**src/rtl/clk_enable_bank_pkg.sv**
```systemverilog
// -----------------------------------------------------------------------------
// clk_enable_bank_pkg
// Shared definitions for the programmable clock-enable bank:
//   - register offsets inside one channel's 8-byte slot
//   - register selector enum (CTRL / HALF)
//   - helper that locates the SYNC register after the last channel
// No ports; imported by the interface users, the top and the channel module.
// -----------------------------------------------------------------------------
package clk_enable_bank_pkg;

  localparam int unsigned OFS_CTRL  = 0;
  localparam int unsigned OFS_HALF  = 4;
  localparam int unsigned CH_STRIDE = 8;

  // addr[2] picks the register inside a channel slot (0 -> CTRL, 4 -> HALF)
  typedef enum logic {
    REG_CTRL = 1'b0,
    REG_HALF = 1'b1
  } reg_sel_e;

  // SYNC sits in the slot directly after the last channel
  function automatic logic [31:0] sync_ofs(input int unsigned num_ch);
    return 32'(CH_STRIDE * num_ch);
  endfunction

endpackage

```
**src/rtl/clk_enable_bank_if.sv**
```systemverilog
// -----------------------------------------------------------------------------
// clk_enable_bank_if
// CPU peripheral-bus bundle for the clock-enable bank.
//   rd    : read strobe            wr    : write strobe
//   addr  : byte address           wdata : write data
//   rdata : read data, driven by the slave (0 when not addressed)
// master modport = CPU side, slave modport = peripheral side.
// -----------------------------------------------------------------------------
interface clk_enable_bank_if;
  logic        rd;
  logic        wr;
  logic [31:0] addr;
  logic [31:0] wdata;
  logic [31:0] rdata;

  modport master (output rd, output wr, output addr, output wdata, input rdata);
  modport slave  (input rd, input wr, input addr, input wdata, output rdata);
endinterface

```
**src/rtl/clk_enable_bank_div_channel.sv**
```systemverilog
// -----------------------------------------------------------------------------
// clk_enable_bank_div_channel
// One divider channel: enable bit, pending/active half-period, counter,
// registered one-cycle enable pulse and 50%-duty toggle.
// Ports:
//   clk, reset        : clock, synchronous active-high reset
//   i_en_we/i_en_wd   : CTRL.EN write strobe / data
//   i_half_we/i_half_wd : HALF write strobe / data (updates pending only)
//   i_sync            : bank-wide phase-align pulse
//   o_en, o_pending, o_count : register read-back
//   o_ce, o_tick      : enable pulse at terminal count, toggle output
// -----------------------------------------------------------------------------
module clk_enable_bank_div_channel #(
  parameter int   DIV_W        = 16,
  parameter int   DEFAULT_HALF = 4,
  parameter logic RST_EN_BIT   = 1'b1
) (
  input  logic             clk,
  input  logic             reset,
  input  logic             i_en_we,
  input  logic             i_en_wd,
  input  logic             i_half_we,
  input  logic [DIV_W-1:0] i_half_wd,
  input  logic             i_sync,
  output logic             o_en,
  output logic [DIV_W-1:0] o_pending,
  output logic [DIV_W-1:0] o_count,
  output logic             o_ce,
  output logic             o_tick
);

  logic             r_en;
  logic [DIV_W-1:0] r_pending;
  logic [DIV_W-1:0] r_active;
  logic [DIV_W-1:0] r_count;
  logic             r_ce;
  logic             r_tick;

  // Post-write views: a write landing on the same edge as a terminal count
  // or SYNC is the value that gets loaded.
  logic             w_en_nxt;
  logic [DIV_W-1:0] w_pending_nxt;

  assign w_en_nxt      = i_en_we   ? i_en_wd   : r_en;
  assign w_pending_nxt = i_half_we ? i_half_wd : r_pending;

  always_ff @(posedge clk) begin
    if (reset) begin
      r_en      <= RST_EN_BIT;
      r_pending <= DIV_W'(DEFAULT_HALF);
      r_active  <= DIV_W'(DEFAULT_HALF);
      r_count   <= '0;
      r_ce      <= 1'b0;
      r_tick    <= 1'b0;
    end else begin
      r_en      <= w_en_nxt;
      r_pending <= w_pending_nxt;
      if (i_sync) begin
        r_count  <= '0;
        r_tick   <= 1'b0;
        r_ce     <= 1'b0;
        r_active <= w_pending_nxt;
      end else if (!r_en || !w_en_nxt) begin
        // Disabled, or on the enable/disable edge itself: hold at zero and
        // let the divisor follow pending so re-enable starts on the new ratio.
        r_count  <= '0;
        r_tick   <= 1'b0;
        r_ce     <= 1'b0;
        r_active <= w_pending_nxt;
      end else if (r_count >= r_active) begin
        // >= rather than == keeps the counter bounded even if active shrank
        r_count  <= '0;
        r_ce     <= 1'b1;
        r_tick   <= ~r_tick;
        r_active <= w_pending_nxt;
      end else begin
        r_count  <= r_count + DIV_W'(1);
        r_ce     <= 1'b0;
      end
    end
  end

  assign o_en      = r_en;
  assign o_pending = r_pending;
  assign o_count   = r_count;
  assign o_ce      = r_ce;
  assign o_tick    = r_tick;

endmodule

```
**src/rtl/clk_enable_bank.sv**
```systemverilog
// -----------------------------------------------------------------------------
// clk_enable_bank
// Bus-programmable bank of NUM_CH clock-enable dividers.
// Ports:
//   clk, reset : clock, synchronous active-high reset
//   bus        : peripheral bus slave (rd/wr/addr/wdata/rdata)
//   ce         : per-channel one-cycle enable pulse at terminal count
//   tick       : per-channel toggle, period 2*(HALF+1) cycles
// Map: BASE+8c+0 CTRL (bit0 EN), BASE+8c+4 HALF (pending, live count in
// [31:16] when DIV_W<=16), BASE+8*NUM_CH SYNC (write bit0=1, reads 0).
// rdata is 0 unless rd is high and the address hits a channel register, so
// it can be ORed straight into the CPU read mux.
// -----------------------------------------------------------------------------
module clk_enable_bank
  import clk_enable_bank_pkg::*;
#(
  parameter int                NUM_CH       = 4,
  parameter int                DIV_W        = 16,
  parameter logic [31:0]       BASE_ADDR    = 32'h4000_0040,
  parameter int                DEFAULT_HALF = 4,
  parameter logic [NUM_CH-1:0] RST_EN       = {NUM_CH{1'b1}}
) (
  input  logic                clk,
  input  logic                reset,
  clk_enable_bank_if.slave    bus,
  output logic [NUM_CH-1:0]   ce,
  output logic [NUM_CH-1:0]   tick
);

  localparam logic [31:0] SYNC_OFS = sync_ofs(NUM_CH);

  logic [31:0] w_off;
  logic        w_above;
  logic        w_in_ch;
  logic        w_is_sync;
  logic        w_sync;
  reg_sel_e    w_reg;
  logic [31:0] w_rdata;
  logic        w_unused;

  logic [NUM_CH-1:0] w_en_we;
  logic [NUM_CH-1:0] w_half_we;
  logic [NUM_CH-1:0] w_en;
  logic [DIV_W-1:0]  w_pending [NUM_CH];
  logic [DIV_W-1:0]  w_count   [NUM_CH];
  logic [31:0]       w_half_rd [NUM_CH];

  // Offset from BASE; the lower bound check rejects wrapped subtractions
  assign w_off     = bus.addr - BASE_ADDR;
  assign w_above   = (bus.addr >= BASE_ADDR);
  assign w_in_ch   = w_above && (w_off < SYNC_OFS);
  assign w_is_sync = w_above && (w_off[31:2] == SYNC_OFS[31:2]);
  assign w_reg     = reg_sel_e'(w_off[2]);
  assign w_sync    = bus.wr && w_is_sync && bus.wdata[0];

  for (genvar c = 0; c < NUM_CH; c++) begin : g_ch
    logic w_sel;
    assign w_sel        = w_in_ch && (w_off[31:3] == 29'(c));
    assign w_en_we[c]   = bus.wr && w_sel && (w_reg == REG_CTRL);
    assign w_half_we[c] = bus.wr && w_sel && (w_reg == REG_HALF);

    clk_enable_bank_div_channel #(
      .DIV_W        (DIV_W),
      .DEFAULT_HALF (DEFAULT_HALF),
      .RST_EN_BIT   (RST_EN[c])
    ) u_ch (
      .clk       (clk),
      .reset     (reset),
      .i_en_we   (w_en_we[c]),
      .i_en_wd   (bus.wdata[0]),
      .i_half_we (w_half_we[c]),
      .i_half_wd (bus.wdata[DIV_W-1:0]),
      .i_sync    (w_sync),
      .o_en      (w_en[c]),
      .o_pending (w_pending[c]),
      .o_count   (w_count[c]),
      .o_ce      (ce[c]),
      .o_tick    (tick[c])
    );

    // Live count only fits beside the divisor when the divisor is <=16 bits
    if (DIV_W <= 16) begin : g_cnt_rd
      assign w_half_rd[c] = {16'(w_count[c]), 16'(w_pending[c])};
    end else begin : g_no_cnt_rd
      assign w_half_rd[c] = 32'(w_pending[c]);
    end
  end

  always_comb begin
    w_rdata = '0;
    if (bus.rd && !reset && w_in_ch) begin
      for (int c = 0; c < NUM_CH; c++) begin
        if (w_off[31:3] == 29'(c)) begin
          w_rdata = w_rdata | ((w_reg == REG_CTRL) ? {31'b0, w_en[c]} : w_half_rd[c]);
        end
      end
    end
  end

  assign bus.rdata = w_rdata;

  // Address byte lane and upper write-data bits are intentionally ignored
  assign w_unused = ^{w_off[1:0], bus.wdata};

endmodule

```
**src/flat_wrapper.sv**
```systemverilog
// flat-port wrapper written by rule: the top's interface ports become plain ports
module clk_enable_bank_flat import clk_enable_bank_pkg::*;
#(
  parameter int                NUM_CH       = 4,
  parameter int                DIV_W        = 16,
  parameter logic [31:0]       BASE_ADDR    = 32'h4000_0040,
  parameter int                DEFAULT_HALF = 4,
  parameter logic [NUM_CH-1:0] RST_EN       = {NUM_CH{1'b1}}
)
  (clk, reset, ce, tick, bus_rd, bus_wr, bus_addr, bus_wdata, bus_rdata);
  clk_enable_bank_if bus_i ();
  input  logic clk;
  input  logic reset;
  output logic [NUM_CH-1:0] ce;
  output logic [NUM_CH-1:0] tick;
  input wire logic [$bits(bus_i.rd)-1:0] bus_rd;
  input wire logic [$bits(bus_i.wr)-1:0] bus_wr;
  input wire logic [$bits(bus_i.addr)-1:0] bus_addr;
  input wire logic [$bits(bus_i.wdata)-1:0] bus_wdata;
  output wire logic [$bits(bus_i.rdata)-1:0] bus_rdata;
  assign bus_i.rd = bus_rd;
  assign bus_i.wr = bus_wr;
  assign bus_i.addr = bus_addr;
  assign bus_i.wdata = bus_wdata;
  assign bus_rdata = bus_i.rdata;
  clk_enable_bank #(.NUM_CH(NUM_CH), .DIV_W(DIV_W), .BASE_ADDR(BASE_ADDR), .DEFAULT_HALF(DEFAULT_HALF), .RST_EN(RST_EN)) u_core (.clk(clk), .reset(reset), .bus(bus_i), .ce(ce), .tick(tick));
endmodule
```
**config.mk**
```make
export PLATFORM = sky130hd
export DESIGN_NAME = clk_enable_bank_flat
export DESIGN_NICKNAME = d
export VERILOG_FILES = /design/src/rtl/clk_enable_bank_pkg.sv /design/src/rtl/clk_enable_bank_if.sv /design/src/rtl/clk_enable_bank_div_channel.sv /design/src/rtl/clk_enable_bank.sv /design/src/flat_wrapper.sv
export SDC_FILE = /design/constraint.sdc
export NUM_CORES = 1
export LEC_CHECK = 0
export ABC_CLOCK_PERIOD_IN_PS = 11600
export CORE_MARGIN = 3
export CORE_UTILIZATION = 45
export CTS_BUF_LIST = sky130_fd_sc_hd__clkbuf_16
export DETAILED_ROUTE_END_ITERATION = 8
export PLACE_DENSITY = 0.65
export SYNTH_ARGS = -nofsm -noshare
export SYNTH_HDL_FRONTEND = slang
export SYNTH_SLANG_ARGS = --single-unit
```
**constraint.sdc**
```tcl
create_clock -name clk -period 11.6 [get_ports clk]
set_input_delay 3.48 -clock clk [delete_from_list [all_inputs] [get_ports clk]]
set_output_delay 3.48 -clock clk [all_outputs]
set_load 0.005 [all_outputs]
```
### Word-level counts from Yosys, hierarchy flattened

Cells that the tools add are included.

* add/sub/neg operators: 5
* $mul: 0
* div/mod/pow operators: 0
* order comparisons: 6
* equal/unequal tests: 4
* shifts and indexed selects: 0
* multiplexer cells: 36
* bitwise operators: 8
* reduce and logical (&&, ||, !) cells: 48

Operator list (number)
* two-way mux 32 bit: 12
* two-way mux 16 bit: 16
* OR 32 bit: 3
* adder 16 x 1 -> 16 bit (second input constant): 4
* >= comparator 16 bit: 4
* == test 29 x 2 -> 1 bit (second input constant): 2
* >= comparator 32 x 31 -> 1 bit (second input constant): 1
* < comparator 32 x 6 -> 1 bit (second input constant): 1
* subtractor 32 x 31 -> 32 bit (second input constant): 1
* == test 30 x 4 -> 1 bit (second input constant): 1
* == test 29 x 1 -> 1 bit (second input constant): 1
* logical NOT 29 bit: 1
* logical AND 1 bit: 22
* OR reduction 4 bit: 4
* nonzero test 3 bit: 4
* OR reduction 3 bit: 4
* logical NOT 1 bit: 9
* two-way mux 1 bit: 8
* NOT 1 bit: 5
* logical OR 1 bit: 4

* flip-flop bits (word level): 204
* bits in latches: 0
* bits in writable memories: 0
* bits in read-only memories: 0
* input port bits: 68
* memories kept: 0

### Logic depth before layout (Yosys ltp)

Gate-level depths: netlist (run 1).

* word-level depth: 14
* depth in mapped cells: 16
* mapped depth without buffers: 11

### Hierarchy

Synthesis (run 1) repeated with hierarchy kept, for this count alone.

* cell total of the unflattened synthesis: 1090
* area, all modules: 10837.9 um2

By module, submodules not included
* clk_enable_bank_div_channel (u_core.g_ch[0].u_ch ...): instances 3, cells each 227, area an instance 2265.9 um2, seq. area each 1021.0 um2
* clk_enable_bank_div_channel (u_core.g_ch[3].u_ch): instances 1, cells each 230, area an instance 2284.7 um2, seq. area each 1021.0 um2
* clk_enable_bank: instances 1, cells each 179, area an instance 1755.4 um2, seq. area each 0.0 um2

### Worst setup path before layout (run 1)

Ideal clock, no wire load.

* path type: input to output
* start: in bus_addr[7]
* end: out bus_rdata[10]
* arrival time: 6.506 ns
* data required time: 8.120 ns
* slack: 1.614 ns
* stages: 12
* path through: clkbuf_1 -> inv_1 -> ha_1 -> nor3b_2 -> nand4b_4 -> o31a_1 -> or4_4 -> buf_6 -> nor4b_1 -> clkbuf_1 -> a22oi_1 -> a21oi_1

* word-level cells in the longest chain between the ends: 13
* elaborated cells on any way between the ends: 20

RTL lines
* from (decl): RTL line flat_wrapper.sv:18 `input wire logic [$bits(bus_i.addr)-1:0] bus_addr;`
* subtractor 32 x 31 -> 32 bit: RTL line clk_enable_bank.sv:49 `assign w_off = bus.addr - BASE_ADDR;`
* logical NOT 29 bit: RTL line clk_enable_bank.sv:93 `if (w_off[31:3] == 29'(c)) begin`
* two-way mux 32 bit: RTL line clk_enable_bank.sv:93
* two-way mux 32 bit: RTL line clk_enable_bank.sv:91 `if (bus.rd && !reset && w_in_ch) begin`
* OR 32 bit: RTL line clk_enable_bank.sv:94 `w_rdata = w_rdata | ((w_reg == REG_CTRL) ? {31'b0, w_en[c]} : w_half_rd[c]);`
* two-way mux 32 bit: RTL line clk_enable_bank.sv:93
* two-way mux 32 bit: RTL line clk_enable_bank.sv:91
* OR 32 bit: RTL line clk_enable_bank.sv:94
* two-way mux 32 bit: RTL line clk_enable_bank.sv:93
* two-way mux 32 bit: RTL line clk_enable_bank.sv:91
* OR 32 bit: RTL line clk_enable_bank.sv:94
* two-way mux 32 bit: RTL line clk_enable_bank.sv:93
* two-way mux 32 bit *: RTL line clk_enable_bank.sv:91
* to (decl): RTL line flat_wrapper.sv:20 `output wire logic [$bits(bus_i.rdata)-1:0] bus_rdata;`

Mark *: on every way between the ends. The rest lies on a longest branch, timed or not. The select of a mux whose other input is x is not followed.

### Worst setup path in the final report (run 1)

* start: in bus_addr[10]
* end: out bus_rdata[31]

The elaborated chain is that of the path after synthesis.

==> impl_results.md, run 1 <==
- Reg2Reg Setup Slack: 7.99 ns
- WHS Path Cells: 2
- RSZ-0062 raised after global routing: false
- HP Class: flip-flop to flip-flop
- Status: finished clean
- CTS tree: yes
- Max Cap Viol: 0
- Clock sinks: 204
- CP Max Fanout: 22
- Height of the die: 163 um
- Wire length per cell: 17.8 um
- CTS Buffer Depth: 3
- CTS Root Buffer Type: clkbuf_16
- Leakage power: 4.76 nW
- Max VDD drop: 0.105 mV
- Critical path class: primary input to output pin
- Count leader, synth: dfxtp_1
- Port bufs: 89
- Largest area contributor in the netlist: dfxtp_1
- Final hold vios: 0
- Post-CTS Hold Buffers: 0
- Critical Path Sink Type: output pin
- DRC: 0
- Syn-to-layout area delta: 16.5%
- Setup violators final: 0
- Boundary Pins: 108
- Worst Path Required: 8.12 ns
- Largest net degree at the start of global routing: 89
- Asr flop ratio synth: 0
- Routed wire length: 29.5 mm
- Synth top area cells: dfxtp_1, ha_1, nor2_1, mux2i_1, a22oi_1
- Number of nets in the layout: 1459
- Post-placement cell count: 1614
- Ant diodes: 0
- Hold Crit Start: u_core.g_ch[1].u_ch.r_active[2]
- Pre-CTS setup slack: 0.313 ns
- CTS buffer count: 23
- GP Congestion: 0.896
- Reg clk slew, reported paths: 0.06 ns
- Syn Std Cell Area: 11100 um2
- Synth unique cells: 64
- Syn Nets: 1403
- Worst Path Arrival: 7.74 ns
- Die extent in x: 163 um
- Initial antenna violation count: 1
- Via count: 9177
- Skew-Pair Late Insertion Delay: 0.52 ns
- Hpwl dp: 21.4 mm
- Top cell type's share of synthesized area: 0.369
- Startpoint types: primary input
- Global route overflow: 0
- Core area: 23800 um2
- Period utilization: 0.967
- Worst r2r path cells: 11
- Die area: 26500 um2
- #FFs+latches synth: 204
- Post-synth top cells: dfxtp_1, nor2_1, inv_1, ha_1, mux2i_1
- Worst hold path endpoint: u_core.g_ch[1].u_ch.r_active[2]
- Setup TNS Final: 0 ns
- GRT Util Overall: 0.218
- Fin cells: 1655
- F_max: 89.2 MHz
- Slew Viols, Final: 0
- Number of global-route vias before repair: 8613
- Pwr/cell area: 146 nW/um2
- Mapped Cells: 1264
- Drt first-iter violations: 629
- Avg Inst Size Synth: 8.76 um2
- Final Core Density: 0.541
- Setup WS post-layout: 0.383 ns
- Initial Utilization: 0.465
- Warnings, synthesis: 0
- Fraction of layout cells with a size suffix above 1: 0.0786
- Final worst path period need: 11.22 ns
- Slew @ Worst Pin: 1.16 ns
- First-pass GRT wire length: 46.6 mm
- R2r endpoint: u_core.g_ch[1].u_ch.r_active[4]
- Number of synthesized flops with an enable pin: 0
- Post-synth top flop: dfxtp_1
- Routed Antenna Nets: 0
- Vias/cell: 5.55
- Final setup skew: 0.0199 ns
- Crit Reg-Reg Startpoint: u_core.g_ch[1].u_ch.o_count[0]
- H-Tree Level Count: 1
- TritonRoute pass-1 iters: 5
- Relative slew slack: 0.222
- Std cell rows: 56
- Fillers: 2238
- Sequential-to-total area share from yosys stat: 0.369
==> state kept, by name (all words and copies together) (netlist names) <==
register	count
u_core.g_ch.u_ch.o_ce	4
u_core.g_ch.u_ch.o_count	64
u_core.g_ch.u_ch.o_en	4
u_core.g_ch.u_ch.o_pending	64
u_core.g_ch.u_ch.o_tick	4
u_core.g_ch.u_ch.r_active	64
==> power breakdown <==
part	internal (mW)	leakage, nW	switching, mW
Combinational	0.177	2.76	0.215
Sequential	0.770	1.65	0.0477
Clock	0.382	0.347	0.289
==> per-stage QoR <==
stage	area [um2]	power [mW]	hold WS (ns)
6_report	12900	1.88	0.465
2_1_floorplan	11100	1.11	0.432
5_1_grt	12900	1.99	0.500
3_3_place_gp	12200	1.21	0.445
3_5_place_dp	12200	1.23	0.456
4_1_cts	12900	1.90	0.465
==> routing by layer <==
metal | part of all wire | global-route usage | vias up
met5 | 0.00058 | 0 | -
met4 | 0.028 | 0.0588 | 2
met3 | 0.046 | 0.0333 | 47
met2 | 0.47 | 0.363 | 217
met1 | 0.46 | 0.295 | 4351
li1 | - | - | 4560
==> cell families (layout without fill, tap and decap cells) <==
group                      count (synthesis)  count (layout)  synth area share
AOI/OAI and AO/OA                        262             262             0.177
adders and majority gates                 71              71            0.0802
DFF                                      204             204             0.369
muxes                                     67              67            0.0618
and+or+nand+nor                          428             428             0.197
buffers and inverters                    169             241            0.0650
xor gates and xnor gates                  63              63            0.0498
==> worst max-delay path by stage <==
stage / cells past startpoint / from / slack (ns) / end
2_1_floorplan: 12 / bus_addr[7] / 1.61 / bus_rdata[10]
3_5_place_dp: 13 / bus_addr[7] / 0.31 / bus_rdata[31]
5_1_grt: 11 / bus_addr[10] / 0.12 / bus_rdata[31]
3_3_place_gp: 13 / bus_addr[7] / 0.30 / bus_rdata[31]
4_1_cts: 13 / bus_addr[7] / 0.27 / bus_rdata[31]
6_report: 11 / bus_addr[10] / 0.38 / bus_rdata[31]
==> cell usage in the layout, fill, tap and decap left out, types with 4 or more instances in the layout <==
cell / count
clkdlybuf4s50_1: 88
nor4_2: 5
o211ai_1: 4
ha_1: 71
inv_1: 100
a21oi_1: 53
nor3_4: 4
or3_1: 4
o21ai_0: 19
o21a_1: 4
clkbuf_16: 23
mux2i_1: 65
nand4_1: 17
nand2_1: 36
clkinv_1: 5
xor2_1: 38
nor3_1: 16
nand2b_1: 8
a211oi_2: 27
a211oi_1: 21
buf_4: 13
xnor2_1: 25
a2bb2oi_1: 15
nor2b_1: 34
a31oi_1: 6
a22oi_1: 62
and2_1: 5
a21o_1: 23
and4_1: 5
clkinv_2: 4
and3_1: 16
nor2_1: 198
dfxtp_1: 204
nand3_1: 47
nor4_1: 9
==> cell type report <==
| class | instances | area (um2) | area share |
|---|---|---|---|
| multi-input cells | 891 | 6320 | 0.490 |
| flip-flops and latches | 204 | 4080 | 0.317 |
| repair buffers | 104 | 1040 | 0.0805 |
| clock buffers | 23 | 576 | 0.0446 |
| well taps | 319 | 399 | 0.0310 |
| inverters | 96 | 360 | 0.0279 |
| clock inverters | 18 | 115 | 0.00893 |
==> timing repair <==
action                                  CTS  global route
endpoints found under the setup margin    0             3
gates resized for setup                   0             2
buffers inserted                          0             0
==> critical path, stage by stage <==
cell and delay (ns):
clkdlybuf4s50_1 0.56, nor3_4 0.46, nand4_1 0.36, o21ai_0 0.24, and4_1 0.45, nand2_1 0.30, nor4b_2 0.32, buf_4 0.35
a22oi_1 0.15, a21oi_1 0.43, clkdlybuf4s50_1 0.61
No activity file was read; power rests on OpenSTA's default activity.
==> inputs of run 2 (changes only) <==
- RECOVER_POWER: default -> 25
==> impl_results.md, run 2 (synthesis results as in run 1) <==
- Setup violators final: 0
- Skew-Pair Late Insertion Delay: 0.51 ns
- Reg clk slew, reported paths: 0.06 ns
- Setup TNS Final: 0 ns
- Syn-to-layout area delta: 16.4%
- TritonRoute pass-1 iters: 5
- Commonest non-fill, non-tap cell in the layout: dfxtp_1
- Register area: 4080 um2
- Critical path class: primary input to output pin
- Slew @ Worst Pin: 1.52 ns
- Area of the multi-input gates: 6320 um2
- Die area: 26500 um2
- First-pass GRT wire length: 46.6 mm
- Status: complete, but fails checks
- Slowest cell on crit path: or4_1
- Number of nets in the layout: 1459
- GP Congestion: 0.896
- Drt first-iter violations: 579
- Height of the die: 163 um
- Post-CTS Hold Buffers: 0
- Final worst path period need: 11.33 ns
- HP Class: flip-flop to flip-flop
- RSZ-0062 raised after global routing: false
- H-Tree Level Count: 1
- GRT Util Overall: 0.218
- Final hold vios: 0
- Die extent in x: 163 um
- CP dominant cell by count: clkdlybuf4s50_1
- Routed wire length: 29.5 mm
- Total power: 1.88 mW
- Most frequent cells in the layout: dfxtp_1, nor2_1, inv_1
- F_max: 88.2 MHz
- Fraction of layout cells with a size suffix above 1: 0.0763
- Std cell rows: 56
- CP Max Fanout: 22
- Initial Utilization: 0.465
- Setup WS post-layout: 0.268 ns
- Worst setup path start: bus_addr[7]
- WHS Path Cells: 2
- DRC: 0
- Leakage power: 4.78 nW
- Crit path largest cell delay: 0.79 ns
- Clock sinks: 204
- Wire length per cell: 17.8 um
- Core area: 23800 um2
- Hpwl dp: 21.4 mm
- Pwr/cell area: 146 nW/um2
- Slew Viols, Final: 18
- Reg2Reg Setup Slack: 7.90 ns
- CTS tree: yes
- Relative slew slack: -0.0132
- Via count: 9122
- Vias/cell: 5.51
- Worst r2r path cells: 12
- Worst hold path endpoint: u_core.g_ch[1].u_ch.r_active[2]
- Critical Path, Cell by Cell: clkdlybuf4s50_1 > inv_1 > ha_1 > nor3b_2 > nand4b_4 > o31a_1 > or4_1 > nor4b_2 > buf_4 > a22oi_1 > a21oi_1 > clkdlybuf4s50_1
- Crit Reg-Reg Startpoint: u_core.g_ch[1].u_ch.o_count[0]
- CTS Buffer Depth: 3
- Port bufs: 89
- Fin cells: 1655
- Hold Crit Start: u_core.g_ch[1].u_ch.r_active[2]
- Number of global-route vias before repair: 8613
- Final setup skew: 0.0191 ns
- Largest net degree at the start of global routing: 89
- Post-placement cell count: 1614
- R2r endpoint: u_core.g_ch[1].u_ch.r_active[2]
- Critical Path Sink Type: output pin
- CTS buffer count: 23
- Failing checks: capacitance limit, slew limit
- Period utilization: 0.977
- Boundary Pins: 108
- Postcts setup bufs: 0
- Fillers: 2240
- Initial antenna violation count: 1
- Pre-CTS setup slack: 0.313 ns
- CTS Root Buffer Type: clkbuf_16
- Worst Path Arrival: 7.85 ns
- Startpoint types: primary input
- Max Cap Viol: 1
- Global route overflow: 0
- Ant diodes: 0
- Routed Antenna Nets: 0
- Worst Path Required: 8.12 ns
- Max VDD drop: 0.105 mV
==> run 2: cell count changes in the layout (fill, tap and decap cells not counted), sizes merged <==
| cell | previous run | this run |
|---|---|---|
| dlygate4sd3 | 0 | 8 |
| buf | 16 | 14 |
| clkbuf | 23 | 25 |
| clkdlybuf4s50 | 88 | 80 |
==> run 2: worst max-delay path: cells and delay by family <==
family | cells | cell delay, ns
compound gates | 3 | 0.85
fa+ha+maj | 1 | 0.19
buf+inv | 4 | 1.53
simple gates | 4 | 1.78
==> run 2: per-layer routing <==
| layer | vias to the layer above | routed length, um | part of all wire | GRT usage |
|---|---|---|---|---|
| met5 | - | 17 | 0.00058 | 0 |
| met1 | 4299 | 13600 | 0.46 | 0.295 |
| met2 | 209 | 13600 | 0.46 | 0.363 |
| met4 | 2 | 862 | 0.029 | 0.0588 |
| met3 | 53 | 1400 | 0.047 | 0.0333 |
| li1 | 4559 | - | - | - |
==> run 2: cell type report <==
class,instances,area share
tap,319,0.0310
inverter,96,0.0280
multi-input combinational,891,0.490
timing repair buffer,104,0.0800
sequential,204,0.317
clock inverter,18,0.00893
clock buffer,23,0.0447
==> run 2: worst max path at each step <==
stage	end	slack, ns
6_report	bus_rdata[31]	0.27
5_1_grt	bus_rdata[31]	0.11
4_1_cts	bus_rdata[31]	0.27
3_5_place_dp	bus_rdata[31]	0.31
3_3_place_gp	bus_rdata[31]	0.30
2_1_floorplan	bus_rdata[10]	1.61
==> run 2: what timing repair did <==
item / 4_1_cts / 5_1_grt
resized for setup: 0 / 2
endpoints found under the hold margin: 0 / 0
setup endpoints to repair: 0 / 3
==> run 2: where the power goes <==
part | switching [mW] | internal [mW]
clock network | 0.289 | 0.382
registers | 0.0476 | 0.770
logic | 0.215 | 0.174
total | 0.551 | 1.33
==> run 2: metrics by stage <==
step | hold WS [ns] | area [um2] | util
3_3_place_gp | 0.445 | 12200 | 0.512
4_1_cts | 0.465 | 12900 | 0.541
6_report | 0.465 | 12900 | 0.541
2_1_floorplan | 0.432 | 11100 | -
3_5_place_dp | 0.456 | 12200 | 0.512
5_1_grt | 0.500 | 12900 | 0.541
==> inputs of run 3 (changes only) <==
- CAP_MARGIN: default -> 20
- CORE_UTILIZATION: 45 -> 62
- PLACE_DENSITY: 0.65 -> 0.86
==> impl_results.md, run 3 (synthesis results as in run 1) <==
- Std cell rows: 48
- Min Hold Slack: 0.477 ns
- Die area: 19500 um2
- Slew @ Worst Pin: 1.51 ns
- Wire length per cell: 18.8 um
- CTS Root Buffer Type: clkbuf_16
- Met2 wire len: 13.6 mm
- Skew-Pair Late Insertion Delay: 0.51 ns
- RSZ-0062 raised after global routing: false
- Critical path class: primary input to output pin
- Fin cells: 1557
- Vias/cell: 6.16
- Routed Antenna Nets: 0
- Status: complete, but fails checks
- TritonRoute pass-1 iters: 5
- Slew Viols, Final: 33
- Largest net degree at the start of global routing: 85
- CP Max Fanout: 31
- Core area: 17400 um2
- Via count: 9589
- Met3 WL: 2.14 mm
- Worst Path Arrival: 7.85 ns
- Max VDD drop: 0.164 mV
- Pwr/cell area: 146 nW/um2
- Reg clk slew, reported paths: 0.06 ns
- Ant diodes: 0
- PostCTS Resize Cnt: 0
- Leakage power: 4.71 nW
- HP Class: flip-flop to flip-flop
- Port bufs: 89
- Final hold vios: 0
- Setup TNS Final: 0 ns
- Max Cap Viol: 1
- Hpwl dp: 20.6 mm
- Commonest non-fill, non-tap cell in the layout: dfxtp_1
- Routed wire length: 29.3 mm
- Period utilization: 0.977
- Height of the die: 140 um
- Clock sinks: 204
- CTS tree: yes
- Top layer in use: met4
- DRC: 0
- Global route overflow: 0
- Worst Path Required: 8.12 ns
- Initial Utilization: 0.636
- Fraction of layout cells with a size suffix above 1: 0.0721
- Syn-to-layout area delta: 14.5%
- Critical Path Sink Type: output pin
- Drt first-iter violations: 714
- CTS buffer count: 22
- Postcts setup bufs: 0
- Final Core Density: 0.728
- Relative slew slack: -0.00725
- F_max: 88.2 MHz
- Placed cell area: 12100 um2
- First-pass GRT wire length: 47.1 mm
- Initial antenna violation count: 0
- Setup violators final: 0
- H-Tree Level Count: 1
- Post-CTS Hold Buffers: 0
- Failing checks: capacitance limit, slew limit
- GRT Util Overall: 0.291
- CTS Buffer Depth: 3
- Number of global-route vias before repair: 9373
- Final instance area: 12700 um2
- Final setup skew: 0.0140 ns
- Boundary Pins: 108
- Met1 WL: 12.2 mm
- Die extent in x: 140 um
- Final worst path period need: 11.33 ns
- Number of nets in the layout: 1457
- Startpoint types: primary input
- Post-placement cell count: 1518
- GP Congestion: 0.985
- Most frequent cells in the layout: dfxtp_1, nor2_1, inv_1
[run 3: cell types whose count changed in the layout (fill, tap and decap cells not counted), sizes merged]
cell	change
buf	-1
bufinv	-1
clkdlybuf4s50	-1
clkinv	-2
clkinvlp	+1
dlygate4sd3	+1
inv	-1
[run 3: critical path, cell delays in order]
cell and delay [ns]:
dlygate4sd3_1 0.69, inv_1 0.16, ha_1 0.23, nor3b_2 0.41
nand4b_4 0.19, o31a_1 0.29, or4_4 0.64, nor4_2 0.29
buf_4 0.41, a22oi_1 0.13, a21oi_1 0.34, clkdlybuf4s50_1 0.58
[run 3: through the flow]
step	power, mW	setup slack, ns
6_report	1.85	0.265
5_1_grt	1.94	0.186
4_1_cts	1.86	0.421
3_5_place_dp	1.22	0.482
3_3_place_gp	1.20	0.482
2_1_floorplan	1.11	1.61
[run 3: area by class of cell]
class | count | area (um2)
clock buffers | 23 | 576
flip-flops and latches | 204 | 4080
well taps | 225 | 282
fillers | 1243 | 4740
clock inverters | 15 | 76.3
inverters | 96 | 360
repair buffers | 103 | 1020
multi-input cells | 891 | 6280
[run 3: per-layer routing]
layer | up-vias | track usage
li1 | 4549 | -
met1 | 4559 | 0.378
met2 | 400 | 0.487
met3 | 81 | 0.0412
met4 | 0 | 0.127
met5 | - | 0
[run 3: path summary, 6_finish.rpt]
check / from / endpoint / slack [ns] / cells after the start
setup reg to reg: u_core.g_ch[1].u_ch.o_count[0] / u_core.g_ch[1].u_ch.r_active[8] / 7.89 / 12
hold / removal: u_core.g_ch[1].u_ch.r_active[2] / u_core.g_ch[1].u_ch.r_active[2] / 0.48 / 2
setup / recovery: bus_addr[7] / bus_rdata[6] / 0.27 / 12
hold reg to reg: u_core.g_ch[1].u_ch.r_active[2] / u_core.g_ch[1].u_ch.r_active[2] / 0.48 / 2
[run 3: report_power, final]
part,switching (mW),total (mW),internal [mW]
sequential,0.0487,0.819,0.770
combinational,0.222,0.397,0.175
clock,0.280,0.638,0.357
total,0.552,1.85,1.30
